**src/rtl/tt_um_anujic_div.sv**
```systemverilog
// 8-bit unsigned restoring divider, one quotient bit per cycle.
// Ports: ui_in operand bus; uio_in {-,rd_sel,start,ld_b,ld_a}; uo_out result; uio_out {0,dbz,done,busy,0000}.
module tt_um_anujic_div (
  input  logic       clk,
  input  logic       rst_n,
  input  logic       ena,
  input  logic [7:0] ui_in,
  input  logic [7:0] uio_in,
  output logic [7:0] uo_out,
  output logic [7:0] uio_out,
  output logic [7:0] uio_oe
);

  typedef enum logic [1:0] {
    IDLE,
    RUN,
    DONE
  } state_t;

  state_t     state_q;
  state_t     state_d;
  logic [7:0] a_r;
  logic [7:0] b_r;
  logic [7:0] pr_q;
  logic [7:0] sh_q;
  logic [2:0] cnt_q;
  logic [7:0] quo_r;
  logic [7:0] rem_r;
  logic       dbz_r;

  logic ld_a;
  logic ld_b;
  logic start;
  logic rd_sel;

  assign ld_a   = uio_in[0];
  assign ld_b   = uio_in[1];
  assign start  = uio_in[2];
  assign rd_sel = uio_in[3];

  logic unused;
  assign unused = &{ena, uio_in[7:4]};

  logic [8:0] t;
  logic [8:0] diff;
  logic       ge;
  logic [7:0] pr_n;
  logic [7:0] sh_n;

  // Compare is done at 9 bits so a carried-out MSB is never lost.
  always_comb begin
    t    = {pr_q, sh_q[7]};
    diff = t - {1'b0, b_r};
    ge   = (t >= {1'b0, b_r});
    pr_n = ge ? diff[7:0] : t[7:0];
    sh_n = {sh_q[6:0], ge};
  end

  always_comb begin
    state_d = state_q;
    unique case (state_q)
      RUN: begin
        if (cnt_q == 3'd0)
          state_d = DONE;
      end
      default: begin
        if (start)
          state_d = (b_r == 8'd0) ? DONE : RUN;
        else if (state_q == DONE && (ld_a || ld_b))
          state_d = IDLE;
      end
    endcase
  end

  always_ff @(posedge clk or negedge rst_n) begin
    if (!rst_n) begin
      state_q <= IDLE;
      a_r     <= '0;
      b_r     <= '0;
      pr_q    <= '0;
      sh_q    <= '0;
      cnt_q   <= '0;
      quo_r   <= '0;
      rem_r   <= '0;
      dbz_r   <= 1'b0;
    end else begin
      state_q <= state_d;
      if (state_q == RUN) begin
        pr_q  <= pr_n;
        sh_q  <= sh_n;
        cnt_q <= cnt_q - 3'd1;
        if (cnt_q == 3'd0) begin
          quo_r <= sh_n;
          rem_r <= pr_n;
        end
      end else begin
        if (ld_a)
          a_r <= ui_in;
        if (ld_b)
          b_r <= ui_in;
        // Start sees the operands from before this edge.
        if (start) begin
          if (b_r == 8'd0) begin
            quo_r <= 8'hFF;
            rem_r <= a_r;
            dbz_r <= 1'b1;
          end else begin
            dbz_r <= 1'b0;
            pr_q  <= '0;
            sh_q  <= a_r;
            cnt_q <= 3'd7;
          end
        end
      end
    end
  end

  assign uo_out  = rd_sel ? rem_r : quo_r;
  assign uio_out = {1'b0, dbz_r, state_q == DONE, state_q == RUN, 4'b0000};
  assign uio_oe  = 8'hF0;

endmodule

```
**config.mk**
```make
export PLATFORM = sky130hd
export DESIGN_NAME = tt_um_anujic_div
export DESIGN_NICKNAME = d
export VERILOG_FILES = /design/src/rtl/tt_um_anujic_div.sv
export SDC_FILE = /design/constraint.sdc
export NUM_CORES = 1
export LEC_CHECK = 0
export BUFFER_PORTS_ARGS = -buffer_cell sky130_fd_sc_hd__buf_4
export CAP_MARGIN = 20
export CORE_UTILIZATION = 23
export DETAILED_ROUTE_END_ITERATION = 7
export GPL_TIMING_DRIVEN = 0
export PLACE_DENSITY = 0.42
export SLEW_MARGIN = 20
export SYNTH_ARGS = -nofsm -noshare
export SYNTH_HDL_FRONTEND = slang
export SYNTH_SLANG_ARGS = --single-unit
```
**constraint.sdc**
```tcl
create_clock -name clk -period 2.05 [get_ports clk]
set_input_delay 0.41 -clock clk [delete_from_list [all_inputs] [get_ports clk]]
set_output_delay 0.41 -clock clk [all_outputs]
set_load 0.03 [all_outputs]
```
Yosys cells after proc, flatten, opt, wreduce, memory -nomap -nowiden
Cells that the tools add are included.
{"block": "op_classes", "n_lt_le_gt_ge": 1, "muxes": 25, "add_sub_neg": 2, "n_reduce_logical": 13, "bitwise_logic": 1, "n_eq_ne": 4}
{"op": "$mux W8", "n": 16}
{"op": "$mux W2", "n": 5}
{"op": "$reduce_and A2 Y1", "n": 5}
{"op": "$ge A9 B8 Y1", "n": 1}
{"op": "$mux W3", "n": 3}
{"op": "$logic_not A8 Y1", "n": 1}
{"op": "$sub A8 B8 Y8", "n": 1}
{"op": "$reduce_bool A2 Y1", "n": 2}
{"op": "$logic_not A3 Y1", "n": 1}
{"op": "$reduce_and A3 Y1", "n": 1}
{"op": "$reduce_bool A3 Y1", "n": 1}
{"op": "$sub A3 B1 Y3 const B", "n": 1}
{"op": "$eq A2 B1 Y1 const B", "n": 1}
{"op": "$eq A2 B2 Y1 const B", "n": 1}
{"op": "$ne A2 B1 Y1 const B", "n": 1}
{"op": "$ne A2 B2 Y1 const B", "n": 1}
{"op": "$logic_and A1 B1 Y1", "n": 1}
{"op": "$logic_or A1 B1 Y1", "n": 1}
{"op": "$mux W1", "n": 1}
{"op": "$not A1 Y1", "n": 1}
{"block": "totals", "regBits": 54, "wordCells": 55, "input_bits": 19}

Longest topological paths before layout
Gate-level depths: netlist of run 1.
{"block": "logic_depth", "ltp_word": 5, "mapped_depth": 9, "mapped_depth_nobuf": 9}

Worst setup path before layout of run 1
Ideal clock, no wire load.
{"block": "synth_timing", "path_type": "reg-to-reg", "from": "reg b_r[0]", "to": "reg pr_q[6]", "arrival_ns": 1.920, "setup_ns": 0.140, "stages_incl_launch_ff": 9, "synth_period_minus_slack_ns": 2.061, "path_slack_ns": -0.011, "t_required_ns": 1.910, "path_cell_list": "dfrtp_1 -> ha_1 -> fa_1 -> nand2b_1 -> a211oi_1 -> o21a_1 -> o21ai_0 -> a31oi_1 -> o21ai_0"}
{"block": "synth_between", "elab_chain_len": 3, "word_cells_on_any_way": 7}
{"item": "start: declaration", "line": "23", "rtl": "logic [7:0] b_r;"}
{"item": "start signal: assignment", "line": "100", "rtl": "b_r <= ui_in;"}
{"item": "$sub A8 B8 Y8 (tied with other cells)", "line": "53", "rtl": "diff = t - {1'b0, b_r};"}
{"item": "$mux W8 / $ne A2 B2 Y1 (equally long branches)"}
{"item": "$mux W8 / $reduce_and A2 Y1 (equally long branches)"}
{"item": "end signal: assignment", "line": "89", "rtl": "pr_q <= pr_n;"}
{"item": "end: declaration", "line": "24", "rtl": "logic [7:0] pr_q;"}
Parallel ways exist; a longest one is shown, timed or not.
A chain may end at the register's enable or synchronous reset.

Final worst setup path of run 1
{"block": "layout_timing", "from": "reg b_r[6]", "to": "reg rem_r[3]"}
{"block": "layout_between", "elab_chain_len": 4, "word_cells_on_any_way": 7}
{"item": "$ge A9 B8 Y1", "line": "54", "rtl": "ge = (t >= {1'b0, b_r});"}
{"item": "$mux W8", "line": "55", "rtl": "pr_n = ge ? diff[7:0] : t[7:0];"}
{"item": "$mux W8", "line": "92", "rtl": "if (cnt_q == 3'd0) begin"}
{"item": "$mux W8", "line": "88", "rtl": "if (state_q == RUN) begin"}
{"item": "end signal: assignment", "line": "94", "rtl": "rem_r <= pr_n;"}
{"item": "end signal: assignment", "line": "105", "rtl": "rem_r <= a_r;"}
{"item": "end: declaration", "line": "28", "rtl": "logic [7:0] rem_r;"}
Parallel ways exist; a longest one is shown, timed or not. The select of a mux whose other input is x is not followed.

==> out/qor.yml, run 1 <==
global_routing:
  grt_pass1_wl_mm: 12.7
  grt-ovfl-total: 0
  antenna_found_initial: 0
  grt_util_met1: 0.187
  grtUsageTotal: 0.130
  busiest_layer: "met2"
  met2_usage: 0.204
  grt.met3_usage: 0.0239
  grt_max_degree: 55
  grt_pass1_vias: 2294
synth:
  yosys.area.top_type: "dfrtp_1"
  synth_compound_area_frac: 0.154
  synth_common_cells: "dfrtp_1 (54), mux2_2 (24), nand2_1 (24), nor2_1 (17)"
  muxShareOfSynthArea: 0.132
  post-synth-top-count-cell: "dfrtp_1"
  syn_inst: 272
  synthTopCellsByArea: "dfrtp_1 (47%), mux2_2 (9.4%), ha_1 (4.3%)"
  synth.avg_cell_area_um2: 10.6
  synth_top_family_by_area: "compound AO/OA/AOI/OAI gates"
  synth_edf_count: 0
  synth-seq-cells: 54
  yosysTopAreaCellShare: 0.469
  synthArstFlopShare: 1.00
  ys_seq_area_frac: 0.469
  yosys.area_share.simple: 0.106
  yosysWarnings: 0
  synth_area_mm2: 0.00288
  yosys_most_used_dff: "dfrtp_1"
  synth.distinct_cells: 47
  synth_xor_area_frac: 0.00912
  synth_fa_ha_area_frac: 0.0504
critical_path:
  worstPathArrival_ps: 2390
  cp.required_ps: 2260
  path_common_cell: "a211oi_2"
  cp-end-kind: "flop"
  crit_family: "compound AO/OA/AOI/OAI gates"
  reg2reg_to: "rem_r[3]"
  crit_start: "b_r[6]"
  r2r_cells: 9
  worstPathMaxFanout: 7
  startpoint_type: "flop"
  endpoint: "rem_r[3]"
  cp.depth: 9
  crit_buf_inv: 2
  reg2reg_slack_ps: -130
  slowest_stage: "dfrtp_1"
  critical-path-max-stage-delay_ps: 410
  path_cells: "inv_2, ha_4, a21o_1, a211oi_2, o21ai_2, or2_1, buf_6, mux2i_4, a211oi_2"
  reg2reg_from: "b_r[6]"
  critPathKind: "reg2reg"
run:
  drv_cap: 0
sta:
  finalClockSkew_ps: 7.74
  tightest_slew_ps: 715
  min_period_ps: 2180
  final_hold_viol_count: 0
  fin_ws_ps: -135
  slew_headroom: 0.524
  rsz0062_at_grt: "true"
  fmax_ghz: 0.458
  fin_crit_sh: 1.07
  setup_viol: 16
  tns_ps: -1320
  drv_slew: 0
finish:
  diodes: 0
  nNetsFinal: 374
  layout-drive-gt1-share: 0.417
  area_delta_synth_final_pct: 36.6
clock_network:
  root_buffer: "clkbuf_16"
  clkTransAtPathRegs_ps: 70
  clock_path_buffers: 2
  clock_latency_ps: 290
  cts_tree: "done"
  numCtsBuffers: 5
  cts-htree-levels: 2
  cts.sink_count: 54
status:
  status: "complete, but fails checks"
  violations: "negative setup slack"
drt:
  vias: 2224
  detail-route-antenna-nets: 0
  routedWlPerCell_um: 15.2
  totalWireLength_mm: 7.81
  drcViolationCount: 0
  firstDrtPassIters: 4
  vias_per_cell: 4.34
  drtIter0Drc: 85
die:
  fp.dieH_um: 114
  rows: 40
  die_area_mm2: 0.0130
  io_pins: 43
  start_util: 0.238
  die_w_um: 114
  coreArea_mm2: 0.0121
placement:
  routabilityCongestion: 0.724
  portBuffers: 23
  dpl.hpwl_mm: 5.28
worst_hold_path:
  holdCritPathClass: "in2async"
[per-stage QoR]
| step | setup slack (ps) | hold WS (ps) | util | instances | instance area, µm² |
|---|---|---|---|---|---|
| 5_1_grt | -252 | 222 | 0.325 | 513 | 3930 |
| 2_1_floorplan | 58.0 | 114 | - | 283 | 2930 |
| 6_report | -135 | 161 | 0.325 | 513 | 3930 |
| 3_3_place_gp | -349 | 468 | 0.273 | 474 | 3310 |
| 3_5_place_dp | -325 | 477 | 0.273 | 474 | 3310 |
| 4_1_cts | -75.6 | 203 | 0.321 | 510 | 3880 |
[kinds of logic after synthesis]
family | Yosys count
buffers and inverters | 39
and+or+nand+nor | 63
other | 2
DFF | 54
muxes | 35
AOI/OAI and AO/OA | 65
adders and majority gates | 11
xor gates and xnor gates | 3
[worst min path at each step]
| stage | end | slack (ps) | cells past startpoint |
|---|---|---|---|
| after floorplan | a_r[0] | 110 | 0 |
| after global placement | quo_r[4] | 470 | 1 |
| after detailed placement | quo_r[4] | 480 | 1 |
| after CTS | pr_q[2] | 200 | 1 |
| after global routing | pr_q[2] | 220 | 1 |
| final | pr_q[2] | 160 | 1 |
[flip-flops by register name (all words and copies together), names as in the netlist]
name and cells:
pr_q 8, a_r 8, rem_r 8, dbz_r 1
quo_r 8, state_q 2, cnt_q 3, sh_q 8
b_r 8
[placed cells by master (no fill, tap or decap), drive strengths merged, types with 2 or more instances in the layout]
master and n:
dfrtp 54, nor4 2, nand2b 3, a21o 6, clkbuf 10, o22a 8
ha 10, xnor2 2, o21a 2, o22ai 3, mux2i 11, nor2 18
mux2 24, nor2b 3, a21oi 12, buf 73, nand3 3, nor3 2
conb 13, a22oi 2, inv 16, nand2 25, a211oi 7, or3 2
nor3b 2, o21ai 19
[what timing repair did]
item                                    4_1_cts  5_1_grt
buffers inserted                             28        3
resized for setup                            42        9
pin swaps                                    18        3
endpoints found under the setup margin       36       27
hold buffers                                  0        0
[per-layer routing]
layer  part of all wire  up-vias
li1                   -     1071
met2               0.45       49
met1               0.50     1097
met3              0.041        7
met4             0.0070        0
met5                  0        -
[cell type report]
cell class,count,area [µm²]
Clock buffer,6,129
Buffer,23,173
Sequential cell,54,1350
Multi-Input combinational cell,190,1570
Clock inverter,2,37.5
Fill cell,1286,8180
Tap cell,168,210
Inverter,16,60.1
Timing Repair Buffer,54,405
Power of run 1 is not shown: default switching activity piles up to over one toggle a cycle in this logic, so the estimate is an artifact.
==> inputs of run 2 (changes only) <==
--- a/config.mk
+++ b/config.mk
@@ -7,10 +7,10 @@
 export LEC_CHECK = 0
 export BUFFER_PORTS_ARGS = -buffer_cell sky130_fd_sc_hd__buf_4
 export CAP_MARGIN = 20
-export CORE_UTILIZATION = 23
+export CORE_UTILIZATION = 25
 export DETAILED_ROUTE_END_ITERATION = 7
 export GPL_TIMING_DRIVEN = 0
-export PLACE_DENSITY = 0.42
+export PLACE_DENSITY = 0.45
 export SLEW_MARGIN = 20
 export SYNTH_ARGS = -nofsm -noshare
 export SYNTH_HDL_FRONTEND = slang
==> out/qor.yml, run 2 (synthesis gave the netlist of run 1 again) <==
finish:
  area_delta_synth_final_pct: 32.7
  mostFrequentLayoutCell: "buf_4"
  layout-drive-gt1-share: 0.407  # -0.0102
  nFillCells: 1166  # -9.3%
  nNetsFinal: 364  # -2.7%
  final_cells: 474  # -7.6%
  design_area_mm2: 0.00382  # -2.9%
  final_cell_mix: "buf_4 (59), dfrtp_1 (53), mux2_2 (24), nand2_1 (23), nor2_1 (16)"
  diodes: 0  # unchanged
sta:
  final_hold_viol_count: 0  # unchanged
  rsz0062_at_grt: "true"
  fin_crit_sh: 1.04  # -0.0272
  slew_headroom: 0.527  # +0.00346
  fin_ws_ps: -79.1  # +55.7 ps
  tightest_slew_ps: 709  # -5.19 ps
  fmax_ghz: 0.470  # +2.6%
  finalClockSkew_ps: 7.97  # +0.229 ps
  min_period_ps: 2130  # -55.7 ps
  drv_slew: 0  # unchanged
  setup_viol: 11  # -5
critical_path:
  cp.depth: 8  # -1
  critical-path-max-stage-delay_ps: 450  # +40 ps
  reg2reg_slack_ps: -80  # +60 ps
  reg2reg_from: "pr_q[4]"
  critPathKind: "reg2reg"
  reg2reg_to: "rem_r[3]"
  crit_buf_inv: 1  # -1
  cp-end-kind: "flop"
  worstPathArrival_ps: 2340  # -50 ps
  worstPathMaxFanout: 7  # unchanged
  path_cells: "ha_4, a21o_1, a211oi_2, o21ai_2, or2_1, buf_6, mux2i_4, a211oi_2"
  cp.required_ps: 2260  # about the same
  r2r_cells: 8  # -1
  crit_family: "compound AO/OA/AOI/OAI gates"
  startpoint_type: "flop"
  path_common_cell: "a211oi_2"
  slowest_stage: "dfrtp_1"
drt:
  firstDrtPassIters: 4  # unchanged
  totalWireLength_mm: 7.40  # -5.3%
  drcViolationCount: 0  # unchanged
  drtIter0Drc: 69  # -19%
  routedWlPerCell_um: 15.6  # +2.5%
  detail-route-antenna-nets: 0  # unchanged
  vias: 2171  # -2.4%
  vias_per_cell: 4.58  # +5.6%
placement:
  routabilityCongestion: 0.735  # +1.5%
  dpl.hpwl_mm: 5.16  # -2.1%
  pre_cts_ws_ps: -356  # -30.9 ps
  postPlaceCellArea_mm2: 0.00327  # -1.1%
  dp_cells: 446  # -5.9%
  portBuffers: 23  # unchanged
die:
  coreArea_mm2: 0.0110  # -8.9%
  die_w_um: 109  # -4.0%
  start_util: 0.261  # +0.0233
  io_pins: 43  # unchanged
  die_area_mm2: 0.0120  # -7.9%
  rows: 38  # -5.0%
  fp.dieH_um: 109  # -4.0%
global_routing:
  grt_max_degree: 55  # unchanged
  grtUsageTotal: 0.134  # +0.00365
  grt-ovfl-total: 0  # unchanged
  grt_pass1_wl_mm: 11.9  # -6.1%
  antenna_found_initial: 0  # unchanged
  grt_pass1_vias: 2260  # -1.5%
clock_network:
  cts-htree-levels: 2  # unchanged
  clkTransAtPathRegs_ps: 70  # about the same
  cts_tree: "done"
  clock_path_buffers: 2  # unchanged
  clock_latency_ps: 300  # about the same
  numCtsBuffers: 5  # unchanged
  root_buffer: "clkbuf_16"
  cts.sink_count: 54  # unchanged
worst_hold_path:
  holdCritPathClass: "in2async"
status:
  status: "complete, but fails checks"
  violations: "negative setup slack"
run:
  drv_cap: 0  # unchanged
-- run 2: cell types whose count changed in the layout (fill, tap and decap cells not counted), sizes merged --
cell / previous run / this run
buf: 73 / 63
clkinvlp: 1 / 0
bufinv: 1 / 0
clkbuf: 10 / 9
clkinv: 0 / 2
-- run 2: worst max-delay path by stage --
stage	startpoint	end	slack, ps
final	pr_q[4]	rem_r[3]	-80
after CTS	b_r[0]	rem_r[6]	-80
after floorplan	b_r[6]	rem_r[5]	60
after detailed placement	b_r[0]	pr_q[6]	-360
after global routing	pr_q[4]	rem_r[2]	-140
after global placement	b_r[7]	quo_r[0]	-360
-- run 2: what timing repair did --
action	CTS	global route
resized for setup	31	22
buffers inserted	14	7
hold buffers	0	0
pin swaps	12	6
setup endpoints to repair	38	36
-- run 2: metrics by stage --
stage	util	setup TNS, ps	hold slack, ps
finish	0.346	-378	156
global route	0.346	-1880	211
CTS	0.333	-306	201
detailed placement	0.297	-8100	477
global placement	0.297	-9900	471
floorplan	-	0	114
-- run 2: metal layers --
metal | vias up | global-route usage | wire length (µm)
met5 | - | 0 | 0
met4 | 0 | 0.0248 | 65
met3 | 9 | 0.0308 | 393
met2 | 45 | 0.211 | 3270
met1 | 1068 | 0.188 | 3670
li1 | 1049 | - | -
-- run 2: final cells by class --
cell class              instances  area [µm²]  area share
flip-flops and latches         54        1350       0.354
repair buffers                 44         330      0.0864
clock buffers                   5         125      0.0327
multi-input cells             190        1600       0.417
inverters                      16        60.1      0.0157
plain buffers                  23         173      0.0452
clock inverters                 2        10.0     0.00262
well taps                     140         175      0.0458
Power of run 2 is left out for the same reason.
==> inputs of run 3 (changes only) <==
--- a/config.mk
+++ b/config.mk
@@ -10,7 +10,6 @@
 export CORE_UTILIZATION = 25
 export DETAILED_ROUTE_END_ITERATION = 7
 export GPL_TIMING_DRIVEN = 0
-export PLACE_DENSITY = 0.45
 export SLEW_MARGIN = 20
 export SYNTH_ARGS = -nofsm -noshare
 export SYNTH_HDL_FRONTEND = slang
==> out/qor.yml, run 3 (synthesis gave the netlist of run 1 again) <==
global_routing:
  grt_pass1_vias: 2301  # +1.8%
  grt_max_degree: 55  # unchanged
  grt_pass1_wl_mm: 11.7  # -1.2%
  grt-ovfl-total: 0  # unchanged
  antenna_found_initial: 0  # unchanged
  grtUsageTotal: 0.129  # -0.00460
drt:
  detail-route-antenna-nets: 0  # unchanged
  drtIter0Drc: 90  # +30%
  routedWlPerCell_um: 15.4  # -1.4%
  vias: 2219  # +2.2%
  drcViolationCount: 0  # unchanged
  totalWireLength_mm: 7.27  # -1.8%
  vias_per_cell: 4.70  # +2.6%
  firstDrtPassIters: 4  # unchanged
sta:
  finalClockSkew_ps: 6.56  # -1.41 ps
  worst_hold_slack_ps: 160  # +3.94 ps
  rsz0062_at_grt: "true"
  drv_slew: 0  # unchanged
  tightest_slew_ps: 687  # -22.2 ps
  final_hold_viol_count: 0  # unchanged
  slew_headroom: 0.542  # +0.0148
  fin_crit_sh: 1.05  # +0.0127
  min_period_ps: 2160  # +26.1 ps
  fin_ws_ps: -105  # -26.1 ps
  fmax_ghz: 0.464  # -1.2%
  setup_viol: 15  # +4
  tns_ps: -934  # -556 ps
finish:
  area_delta_synth_final_pct: 32.8  # about the same
  nNetsFinal: 361  # -0.82%
  final_cell_mix: "buf_4 (56), dfrtp_1 (53), mux2_2 (24), nand2_1 (23), nor2_1 (16)"
  nFillCells: 1120  # -3.9%
  design_area_mm2: 0.00382  # about the same
  layout-drive-gt1-share: 0.398  # -0.00960
  mostFrequentLayoutCell: "buf_4"
  diodes: 0  # unchanged
  fin_util: 0.347  # about the same
placement:
  postPlaceCellArea_mm2: 0.00327  # unchanged
  portBuffers: 23  # unchanged
  routabilityCongestion: 0.785  # +6.7%
  dpl.hpwl_mm: 4.95  # -4.2%
critical_path:
  crit_start: "b_r[6]"
  reg2reg_from: "b_r[6]"
  r2r_cells: 9  # +1
  cp.required_ps: 2250  # about the same
  worstPathMaxFanout: 7  # unchanged
  worstPathArrival_ps: 2350  # about the same
  cp-end-kind: "flop"
  reg2reg_to: "pr_q[3]"
  startpoint_type: "flop"
  reg2reg_slack_ps: -110  # -30 ps
  critPathKind: "reg2reg"
clock_network:
  cts_tree: "done"
  clock_path_buffers: 2  # unchanged
  cts-htree-levels: 2  # unchanged
  clkTransAtPathRegs_ps: 70  # about the same
  root_buffer: "clkbuf_16"
  cts.sink_count: 54  # unchanged
  numCtsBuffers: 5  # unchanged
  clock_latency_ps: 290  # about the same
die:
  coreArea_mm2: 0.0110  # unchanged
  die_area_mm2: 0.0120  # unchanged
  rows: 38  # unchanged
  fp.dieH_um: 109  # unchanged
  die_w_um: 109  # unchanged
  io_pins: 43  # unchanged
  start_util: 0.261  # unchanged
run:
  drv_cap: 0  # unchanged
worst_hold_path:
  holdCritPathClass: "in2async"
status:
  violations: "negative setup slack"
  status: "complete, but fails checks"
## run 3: final cells by class
| type | instances | area, µm² | area share |
|---|---|---|---|
| multi-input cells | 190 | 1590 | 0.416 |
| flip-flops and latches | 54 | 1350 | 0.354 |
| repair buffers | 41 | 308 | 0.0805 |
| well taps | 140 | 175 | 0.0458 |
| plain buffers | 23 | 173 | 0.0452 |
| clock buffers | 6 | 129 | 0.0337 |
| inverters | 16 | 60.1 | 0.0157 |
| clock inverters | 2 | 37.5 | 0.00982 |
## run 3: metal layers
metal / vias to the layer above / GRT usage / routed length, µm
met3: 7 / 0.0261 / 368
met5: - / 0 / 0
met1: 1110 / 0.174 / 3420
li1: 1043 / - / -
met2: 59 / 0.212 / 3420
met4: 0 / 0.0305 / 56
## run 3: worst max-delay path, stage by stage, from the launching register on
cell,delay (ps)
dfrtp_1,410
inv_2,90
ha_4,210
a21o_1,170
a211oi_2,290
o21ai_4,120
or2_1,230
buf_6,160
mux2i_4,200
o21ai_0,180
## run 3: metrics by stage
stage | worst slack, ps | cells
after detailed placement | -347 | 446
after floorplan | 58.0 | 283
after global routing | -233 | 472
final | -105 | 472
after global placement | -306 | 446
after CTS | -30.9 | 467
## run 3: how the worst max path moves through the flow
stage                           to  cells after the start  slack, ps
after CTS                 rem_r[6]                      8        -30
after detailed placement   pr_q[6]                      8       -350
after global placement     pr_q[6]                      8       -310
after floorplan           rem_r[5]                      9         60
final                      pr_q[3]                      9       -110
after global routing       pr_q[3]                      9       -230
## run 3: repair_timing
item / 4_1_cts / 5_1_grt
gates resized for setup: 32 / 19
pin swaps: 13 / 3
gates cloned: 0 / 0
buffers inserted: 13 / 5
endpoints found under the setup margin: 34 / 34
hold buffers: 0 / 0
Power of run 3 is left out for the same reason.
